File: src/rtl/i2s_receptor.sv
// i2s_receptor
// I2S slave receiver. Oversamples the codec's SCLK/LRCLK/SDOUT in the system
// clock domain and deserializes stereo PCM into parallel left/right words.
// The output is a pair-wide valid/ready stream.
//
// Ports:
//   clk         system clock, all logic on the rising edge
//   reset       asynchronous reset, active low (0 = reset)
//   SCLK        I2S bit clock from the codec (asynchronous)
//   LRCLK       word select from the codec (asynchronous), 0 = left, 1 = right
//   SDOUT       serial data from the codec (asynchronous), MSB first
//   left_data   captured left word
//   right_data  captured right word
//   valid       a pair is available, held until accepted
//   ready       consumer accepts the pair when valid & ready at a clk edge
//   overrun     sticky, a completed pair was dropped while valid was pending

module i2s_receptor #(
   parameter int WIDTH = 24
) (
   input  logic             clk,
   input  logic             reset,
   input  logic             SCLK,
   input  logic             LRCLK,
   input  logic             SDOUT,
   output logic [WIDTH-1:0] left_data,
   output logic [WIDTH-1:0] right_data,
   output logic             valid,
   input  logic             ready,
   output logic             overrun
);

   localparam int CW = $clog2(WIDTH + 1);
   localparam logic [CW-1:0] FULL = CW'(WIDTH);
   localparam logic [CW-1:0] LAST = CW'(WIDTH - 1);

   typedef enum logic [1:0] {ALIGN, LEFT, RIGHT} state_t;

   state_t state_q, state_d;

   logic sclk_s1, sclk_s2, sclk_s3;
   logic lr_s1, lr_s2;
   logic sd_s1, sd_s2;
   logic prev_lr;
   logic [CW-1:0] cnt;
   logic [WIDTH-1:0] shift;
   logic [WIDTH-1:0] left_word;
   logic left_ok;

   logic bit_event, chan_start, word_bit, word_done;
   logic left_done, pair_done;
   logic [WIDTH-1:0] full_word;

   // Two-stage synchronizers for all codec pins, plus a third SCLK stage
   // so a rising edge of the synchronized bit clock can be detected.
   always_ff @(posedge clk or negedge reset) begin
      if (!reset) begin
         sclk_s1 <= 1'b0;
         sclk_s2 <= 1'b0;
         sclk_s3 <= 1'b0;
         lr_s1   <= 1'b0;
         lr_s2   <= 1'b0;
         sd_s1   <= 1'b0;
         sd_s2   <= 1'b0;
      end else begin
         sclk_s1 <= SCLK;
         sclk_s2 <= sclk_s1;
         sclk_s3 <= sclk_s2;
         lr_s1   <= LRCLK;
         lr_s2   <= lr_s1;
         sd_s1   <= SDOUT;
         sd_s2   <= sd_s1;
      end
   end

   // A word-select change marks the I2S delay slot, which still carries the
   // previous word's tail and is therefore never shifted in. The counter
   // saturates at WIDTH so surplus slots in a long channel are ignored.
   always_comb begin
      bit_event  = sclk_s2 & ~sclk_s3;
      chan_start = bit_event && (lr_s2 != prev_lr);
      word_bit   = bit_event && !chan_start && (cnt < FULL);
      word_done  = word_bit && (cnt == LAST);
      full_word  = {shift[WIDTH-2:0], sd_s2};
      left_done  = word_done && (state_q == LEFT);
      pair_done  = word_done && (state_q == RIGHT) && left_ok;
   end

   // Channel tracking. Out of reset we wait in ALIGN for a left channel start
   // so that a frame is never assembled from a partial right word.
   always_comb begin
      state_d = state_q;
      if (chan_start) begin
         if (!lr_s2) begin
            state_d = LEFT;
         end else if (state_q != ALIGN) begin
            state_d = RIGHT;
         end
      end
   end

   always_ff @(posedge clk or negedge reset) begin
      if (!reset) begin
         state_q <= ALIGN;
      end else begin
         state_q <= state_d;
      end
   end

   // Bit collection. left_ok is dropped when a new left channel begins or when
   // any channel is cut short, so a pair is only built from two whole words
   // of the same frame.
   always_ff @(posedge clk or negedge reset) begin
      if (!reset) begin
         prev_lr   <= 1'b0;
         cnt       <= '0;
         shift     <= '0;
         left_word <= '0;
         left_ok   <= 1'b0;
      end else begin
         if (bit_event) begin
            prev_lr <= lr_s2;
         end
         if (chan_start) begin
            cnt <= '0;
         end else if (word_bit) begin
            shift <= full_word;
            cnt   <= cnt + CW'(1);
         end
         if (left_done) begin
            left_word <= full_word;
         end
         if (chan_start && (!lr_s2 || (cnt < FULL))) begin
            left_ok <= 1'b0;
         end else if (left_done) begin
            left_ok <= 1'b1;
         end
      end
   end

   // Output stream. A completing pair may replace the pending one only when
   // that one is being accepted on the same edge; otherwise the new pair is
   // dropped and the sticky overrun flag records it.
   always_ff @(posedge clk or negedge reset) begin
      if (!reset) begin
         left_data  <= '0;
         right_data <= '0;
         valid      <= 1'b0;
         overrun    <= 1'b0;
      end else begin
         if (pair_done) begin
            if (!valid || ready) begin
               left_data  <= left_word;
               right_data <= full_word;
               valid      <= 1'b1;
            end else begin
               overrun <= 1'b1;
            end
         end else if (valid && ready) begin
            valid <= 1'b0;
         end
      end
   end

endmodule
File: config.mk
export PLATFORM = sky130hd
export DESIGN_NAME = i2s_receptor
export DESIGN_NICKNAME = d
export VERILOG_FILES = /design/src/rtl/i2s_receptor.sv
export SDC_FILE = /design/constraint.sdc
export NUM_CORES = 1
export LEC_CHECK = 0
export ABC_AREA = 1
export CORE_ASPECT_RATIO = 2
export CORE_UTILIZATION = 36
export CTS_CLUSTER_DIAMETER = 200
export DETAILED_ROUTE_END_ITERATION = 8
export GPL_TIMING_DRIVEN = 1
export SYNTH_ARGS = -nofsm -noshare
export SYNTH_HDL_FRONTEND = slang
export SYNTH_SLANG_ARGS = --single-unit
File: constraint.sdc
create_clock -name clk -period 1.6 [get_ports clk]
set_input_delay 0.32 -clock clk [delete_from_list [all_inputs] [get_ports clk]]
set_output_delay 0.32 -clock clk [all_outputs]
set_load 0.02 [all_outputs]
# --- Word-level counts from Yosys, hierarchy flattened ---
# Index checks and enable logic that the tools add are counted.
word_totals:
  ff_bits: 113
  input_bits: 6
  out_inout_bits: 50
  wordCells: 61
op_classes:
  n_addsub: 1
  n_lt_le_gt_ge: 1
  n_eq_ne: 6
  muxes: 9
  n_bitwise: 4
  n_reduce_logical: 23
op_table:
  columns: ["op", "n"]
  rows:
  - ["$mux 5", 2]
  - ["$reduce_and 2->1", 5]
  - ["$logic_and 1x1->1", 9]
  - ["$reduce_bool 2->1", 4]
  - ["$add 5x1->5 const B", 1]
  - ["$eq 5x5->1 const B", 1]
  - ["$lt 5x5->1 const B", 1]
  - ["$mux 1", 5]
  - ["$mux 2", 2]
  - ["$ne 2x1->1 const B", 2]
  - ["$logic_not 1->1", 3]
  - ["$not 1->1", 3]
  - ["$eq 2x1->1 const B", 1]
  - ["$eq 2x2->1 const B", 1]
  - ["$logic_or 1x1->1", 2]
  - ["$and 1x1->1", 1]
  - ["$ne 1x1->1", 1]

# --- Depth between registers and ports, before layout ---
# Gate-level depths: netlist (run 1).
depth:
  word_depth: 11
  mapped_depth: 9
  depth_no_buf: 7

# --- Worst setup path after synthesis (run 1) ---
# OpenSTA, ideal clock, no wires.
synth_timing:
  kind: "register to register"
  start: "register cnt[0]"
  end: "register left_data[0]"
  setup_ns: 0.065
  arrival_ns: 1.399
  t_required_ns: 1.535
  slack_ns: 0.136
  path_stages_with_launch: 10
  n_path_buf: 2
  period_less_slack_ns: 1.464
  path_cell_list: "dfrtp_1 ha_1 nand2_1 nor2_4 nand3_1 nor2_2 buf_4 buf_6 nand3_1 nand2_1"
synth_via:
  elab_chain_cells: 6
synth_lines:
  columns: ["element", "line_no", "rtl"]
  rows:
  - ["start, declared", "45", "logic [CW-1:0] cnt;"]
  - ["start signal, assigned", "128", "cnt <= cnt + CW'(1);"]
  - ["$lt 5x5->1", "82", "word_bit = bit_event && !chan_start && (cnt < FULL);"]
  - ["$logic_and 1x1->1", "82", null]
  - ["$logic_and 1x1->1 *", "83", "word_done = word_bit && (cnt == LAST);"]
  - ["$logic_and 1x1->1 * (2 in a row)", "86", "pair_done = word_done && (state_q == RIGHT) && left_ok;"]
  - ["$reduce_and 2->1 (no line) *", null, null]
  - ["end signal, assigned", "153", "left_data <= left_word;"]
  - ["end, declared", "26", "output logic [WIDTH-1:0] left_data,"]
# Every way passes the cells marked *; elsewhere a longest branch is shown, timed or not.
# A chain may end at the register's enable or synchronous reset.

# --- Final worst setup path (run 1) ---
layout_timing:
  start: "register cnt[1]"
  end: "register right_data[20]"
layout_via:
  elab_chain_cells: 6
layout_lines:
  columns: ["element", "line_no", "rtl"]
  rows:
  - ["$lt 5x5->1", "82", null]
  - ["$logic_and 1x1->1", "82", null]
  - ["$logic_and 1x1->1 *", "83", null]
  - ["$logic_and 1x1->1 * (2 in a row)", "86", null]
  - ["$reduce_and 2->1 (no line) *", null, null]
  - ["end signal, assigned", "154", "right_data <= full_word;"]
  - ["end, declared", "27", "output logic [WIDTH-1:0] right_data,"]
# Marked as above.

==> metrics.cfg, run 1 <==
[critical_path]
crit_path_end_kind = flop
critPathKind = flop to flop
r2r_start = cnt[1]
cpPeakStageDelay_ns = 0.41
worstPathRequired_ns = 1.94
cp_slowest_cell = dfrtp_1
r2r_slack_ns = 0.04
path_max_fanout = 5
cp_cell_sequence = ha_4 -> nand2_4 -> nor2_4 -> nand3_2 -> nor2_4 -> buf_6 -> clkbuf_16 -> nand3_2 -> nand2_1
r2r_cells = 9
startpoint = cnt[1]
r2r_end = right_data[20]
cp.arrival_ns = 1.91
start_kind = flop

[logic_synthesis]
yosys_warnings = 0
synth_top_area_frac = 0.640
yosysMostFrequentCell = nand2_1
synthesis.instances = 467
synth_area_leaders = dfrtp_1 (64%), nand2_1 (14%), nand3_1 (6.5%)
ys_seq_area_frac = 0.640
async_reset_ff_frac = 1.00
synth_cell_types = 23
synthFlopType = dfrtp_1
synth_edf_count = 0
syn_avg_cell_area_sq_um = 9.47
ys_ff_latch = 113
synthTopCellsByCount = nand2_1 (165), dfrtp_1 (113), nand3_1 (57)
syn_nets = 474
synth_top_area_cell = dfrtp_1
synth_area_sq_mm = 0.00442

[power]
p_int_uw = 5400
p_sw_uw = 1700
power_frac_comb = 0.044
leakagePower_uw = 0.00313
powerDensity_mw_per_mm2 = 1190
clkPwrFrac = 0.521
vdd_drop_max_mv = 0.742
total_power_uw = 7100
swShare = 0.240
p_seq_frac = 0.435

[grt]
antenna_found_initial = 0
grt_pass1_vias = 3400
grt_max_degree = 51
gr-total-overflow = 0
grtUsageTotal = 0.162
grt_pass1_wl_mm = 15.9

[clocking]
cts_buffers = 17
clock_latency_ns = 0.41
cts_root_buf = clkbuf_16
htreeDepth = 4
cts_tree = yes
cts_sinks = 113
clkTransAtPathRegs_ns = 0.06
cts_buffer_depth = 2

[floorplan]
rows = 56
die_h_um = 159
pin_count = 56
coreArea_sq_mm = 0.0118
initial_core_util = 0.373
die_w_um = 80.4
die-area_sq_mm = 0.0128

[final_layout]
drive_gt1_frac = 0.144
nets = 548
syn2layout_area_growth_pct = 34.9
antenna_cells = 0

[timing]
fin_skew_ns = 0.0102
drv_slew = 0
fin_crit_ns = 1.56
tns_ns = 0
fmax_mhz = 639
hold_viol_final = 0
setup-violations-final = 0
rsz0062_at_grt = true
final.period_utilization = 0.978
tightest_slew_ns = 0.351
timing.final.ws_setup_ns = 0.0356
max-slew-margin-rel = 0.765

[detailed_routing]
drt_iter0_markers = 154
routedWlPerCell_um = 13.8
remaining_drc_errors = 0
dr.pass1.iters = 4
ant_nets = 0
totalWireLength_mm = 9.64
vias = 3304
vias_per_cell = 4.73

[outcome]
status = complete, no violations

[place]
routabilityCongestion = 0.774
dp_hpwl_mm = 5.87
io_buffers = 55
preCtsSetupSlack_ns = 0.0514

[run]
maxCapViolCount = 0

[min_path]
hp-class = input port to asynchronous set/reset pin

layout by cell type (no fill, tap or decap), types with 2 or more instances in the layout:
master and instances:
dlygate4sd2_1 50, clkinv_2 2, nand3_1 50, clkdlybuf4s50_1 4, nand3_2 8, a21oi_1 2, nor2_1 4, xor2_1 2
buf_4 9, buf_12 8, clkinv_4 4, bufinv_16 2, o21ai_1 11, nand2_1 160, buf_6 5, dfrtp_1 112
inv_6 3, nand2_2 4, o21ai_0 40, clkinvlp_4 4, nor2_4 4, clkbuf_16 20, inv_2 3, inv_1 34
how the worst max path moves through the flow:
stage                endpoint  slack (ns)  cells past startpoint
6_report       right_data[20]        0.04                      9
5_1_grt         left_data[18]       -0.05                      9
4_1_cts        right_data[10]        0.04                      8
3_5_place_dp   right_data[23]        0.05                      8
3_3_place_gp    right_data[1]        0.08                      8
2_1_floorplan    left_data[0]        0.14                      9
registers in the layout, summed over array words and instances, names as in the netlist:
signal / cells
sclk_s3: 1
prev_lr: 1
sd_s2: 1
left_word: 24
left_data: 24
sclk_s2: 1
overrun: 1
cnt: 5
lr_s1: 1
sd_s1: 1
shift: 23
state_q: 2
sclk_s1: 1
lr_s2: 1
valid: 1
left_ok: 1
right_data: 24
repair_timing:
action	CTS	global route
setup buffers	0	6
cloned	0	5
endpoints found under the hold margin	13	0
hold buffers	1	0
endpoints found under the setup margin	50	58
pin swaps	0	12
resized for setup	50	23
layer usage:
| layer | GRT usage | wire length [um] | up-vias |
|---|---|---|---|
| met5 | 0 | 0 | - |
| met4 | 0.0706 | 167 | 0 |
| met3 | 0.0437 | 295 | 14 |
| met2 | 0.274 | 5150 | 55 |
| met1 | 0.187 | 4040 | 1605 |
| li1 | - | - | 1630 |
layout make-up:
type                    count  area [sq um]
fillers                  1114          5880
clock inverters            15           161
repair buffers             80           847
flip-flops and latches    113          2830
multi-input cells         292          1380
well taps                 145           181
clock buffers              17           425
inverters                  37           139
worst max-delay path, delay by kind of cell, from the launching register on:
kind | cells | cell delay, ns
adder cells (fa/ha/maj) | 1 | 0.17
buffers and inverters | 2 | 0.30
flip-flops | 1 | 0.41
AND/OR/NAND/NOR | 6 | 0.62
per-stage QoR:
stage | cell area [sq um] | instances | hold slack (ns) | utilization
final | 5960 | 699 | 0.316 | 0.503
after floorplan | 4420 | 467 | 0.0244 | -
after CTS | 5740 | 688 | 0.301 | 0.484
after global placement | 5200 | 655 | 0.191 | 0.439
after global routing | 5960 | 699 | 0.329 | 0.503
after detailed placement | 5200 | 655 | 0.198 | 0.439
kinds of logic after synthesis:
| logic type | share of synthesized area |
|---|---|
| buffers and inverters | 0.0659 |
| xor gates and xnor gates | 0.00595 |
| AOI/OAI and AO/OA | 0.0651 |
| and+or+nand+nor | 0.220 |
| DFF | 0.640 |
| adders and majority gates | 0.00283 |
power groups by stage:
stage | sequential (uW) | clock (uW) | combinational, uW
after floorplan | 3100 | 0 | 166
after global placement | 3120 | 0 | 286
after detailed placement | 3130 | 0 | 300
after CTS | 3080 | 3760 | 305
after global routing | 3100 | 3920 | 366
final | 3090 | 3700 | 311
Note: power is estimated with default switching activity, not from simulation.
==> run 2: changes to the inputs <==
Clock period 1.6 ns to 1.9 ns, I/O delays scaled along.
==> run 2 against run 1 <==
Clock skew is 0.0038 ns higher. First-iteration DRC count rose by 22%. Register-to-register slack improved by 0.26 ns. Sequential power is 16% lower. Via count is 1.5% lower. Cell area down 4.1%. Non-clock buffer count shrank 13. Sequential share of layout area rose by 2.0 points. Routed wire length is 7.8% lower. Critical path depth fell by 8. Final cell count decreased by 2.1%. Clock power is 20% lower. Critical endpoint is now left_data[21].
==> metrics.cfg, run 2 (synthesized netlist as in run 1, its figures left out) <==
[grt]
gr-total-overflow = 0
grt_pass1_wl_mm = 15.8
globalRouteMet3Util = 0.0517
grtUsageMet2 = 0.265
grtUsageTotal = 0.161
top_usage_layer = met2
met1_usage = 0.192
grt_pass1_vias = 3399
grt_max_degree = 51
antenna_found_initial = 0

[clocking]
cts_buffer_depth = 2
cts_root_buf = clkbuf_16
cts_hold_buf = 1
clkTransAtPathRegs_ns = 0.05
cts_sinks = 113
clock_latency_ns = 0.41
cts_setup_buffers = 0
cts_tree = yes
cts_buffers = 17
cts_resized = 0
htreeDepth = 4

[timing]
rsz0062_at_grt = false
tns_ns = 0
fin_skew_ns = 0.0139
timing.final.ws_setup_ns = 0.145
max-slew-margin-rel = 0.702
fin_crit_ns = 1.75
final.period_utilization = 0.924
hold_viol_final = 0
tightest_slew_ns = 0.447
setup-violations-final = 0
drv_slew = 0
fmax_mhz = 570

[critical_path]
cp_cell_sequence = clkdlybuf4s50_1
r2r_cells = 8
cp_slowest_cell = clkdlybuf4s50_1
critPathKind = flop to output pin
cp_top_family = buffers and inverters
worstPathRequired_ns = 1.52
r2r_end = right_data[23]
cp_num_buf_inv = 1
r2r_start = cnt[0]
start_kind = flop
r2r_slack_ns = 0.30
cpPeakStageDelay_ns = 0.61
cp.arrival_ns = 1.37
path_max_fanout = 2
crit_path_end_kind = output pin

[min_path]
hp-start = sd_s1
hold_path_end = sd_s2
hp-class = flop to flop
whs_path_depth = 0

[floorplan]
die_w_um = 80.4
pin_count = 56
coreArea_sq_mm = 0.0118
rows = 56
die-area_sq_mm = 0.0128
initial_core_util = 0.373
die_h_um = 159

[detailed_routing]
ant_nets = 0
drt_iter0_markers = 188
routedWlPerCell_um = 13.0
vias = 3255
remaining_drc_errors = 0
vias_per_cell = 4.76
totalWireLength_mm = 8.90
dr.pass1.iters = 5

[place]
routabilityCongestion = 0.761
preCtsSetupSlack_ns = 0.298
dp_hpwl_mm = 5.81
placed_area_sq_mm = 0.00515
io_buffers = 55

[final_layout]
n_fill_cell = 1132
multiInputGateArea_sq_mm = 0.00131
fin_area_sq_mm = 0.00572
final_cell_mix = nand2_1 (164), dfrtp_1 (113), nand3_1 (57)
reg.largest.list = left_data x24, left_word x24, right_data x24
seq_area_sq_mm = 0.00283
syn2layout_area_growth_pct = 29.4
layout_commonest_cell = nand2_1
nets = 535
antenna_cells = 0
drive_gt1_frac = 0.0853

[outcome]
status = complete, no violations

[power]
leakagePower_uw = 0.00277
vdd_drop_max_mv = 0.799
powerDensity_mw_per_mm2 = 1010

[run]
maxCapViolCount = 0

[run 2: cell count changes in the layout (fill, tap and decap cells not counted), moves of 3 or more]
| cell | before | now |
|---|---|---|
| clkbuf_1 | 0 | 3 |
| clkbuf_16 | 20 | 17 |
| clkinvlp_4 | 4 | 1 |
| nand2_2 | 4 | 1 |
| nand3_2 | 8 | 1 |
| clkbuf_8 | 0 | 5 |
| clkinv_4 | 4 | 0 |
| nand2_1 | 160 | 164 |
| buf_6 | 5 | 0 |
| nand3_1 | 50 | 57 |
| buf_12 | 8 | 5 |
| inv_6 | 3 | 0 |
| clkdlybuf4s50_1 | 4 | 54 |
| dlygate4sd2_1 | 50 | 0 |
[run 2: cell type report]
cell class | instances | area share
multi-input combinational | 292 | 0.229
sequential | 113 | 0.495
timing repair buffer | 67 | 0.123
tap | 145 | 0.0317
inverter | 37 | 0.0243
clock buffer | 25 | 0.0884
clock inverter | 5 | 0.00919
[run 2: worst max path at each step]
stage              startpoint        endpoint  depth (start not counted)
2_1_floorplan          cnt[0]    left_data[0]                          9
3_3_place_gp           cnt[0]  right_data[14]                          8
3_5_place_dp           cnt[0]  right_data[23]                          8
4_1_cts        right_data[18]  right_data[18]                          1
5_1_grt                cnt[0]   left_data[17]                          8
6_report        left_data[21]   left_data[21]                          1
[run 2: where the power goes]
group	internal (uW)	total, uW	switching [uW]	leakage [uW]
Clock	1950	2960	1010	0.000275
Combinational	79.2	240	161	0.000950
Sequential	2510	2590	81.4	0.00155
[run 2: worst register-to-register path: cells and delay by family (launching register included)]
family                     cells  cell delay [ns]
and+or+nand+nor                6             0.74
buffers and inverters          1             0.21
adders and majority gates      1             0.22
DFF                            1             0.38
[run 2: routing by layer]
metal / share of wire / up-vias
met2: 0.53 / 72
met1: 0.43 / 1574
li1: - / 1601
met3: 0.034 / 8
met4: 0.010 / 0
met5: 0 / -
[run 2: metrics by stage]
step / hold slack, ns / total power, uW / util / cells
floorplan: 0.0844 / 2750 / - / 467
global placement: 0.331 / 2860 / 0.435 / 653
detailed placement: 0.337 / 2870 / 0.435 / 653
CTS: 0.355 / 5870 / 0.483 / 684
global route: 0.359 / 6030 / 0.483 / 684
finish: 0.349 / 5790 / 0.483 / 684
==> run 3: changes to the inputs <==
Settings changed: SKIP_CTS_REPAIR_TIMING set to 1.
==> results of run 3 <==
Same layout as run 2: the final DEF is identical, and so are final timing and power.
Main changes from that run: via count of the first global-routing pass 3399 -> 3397; met2 usage 0.265 -> 0.266
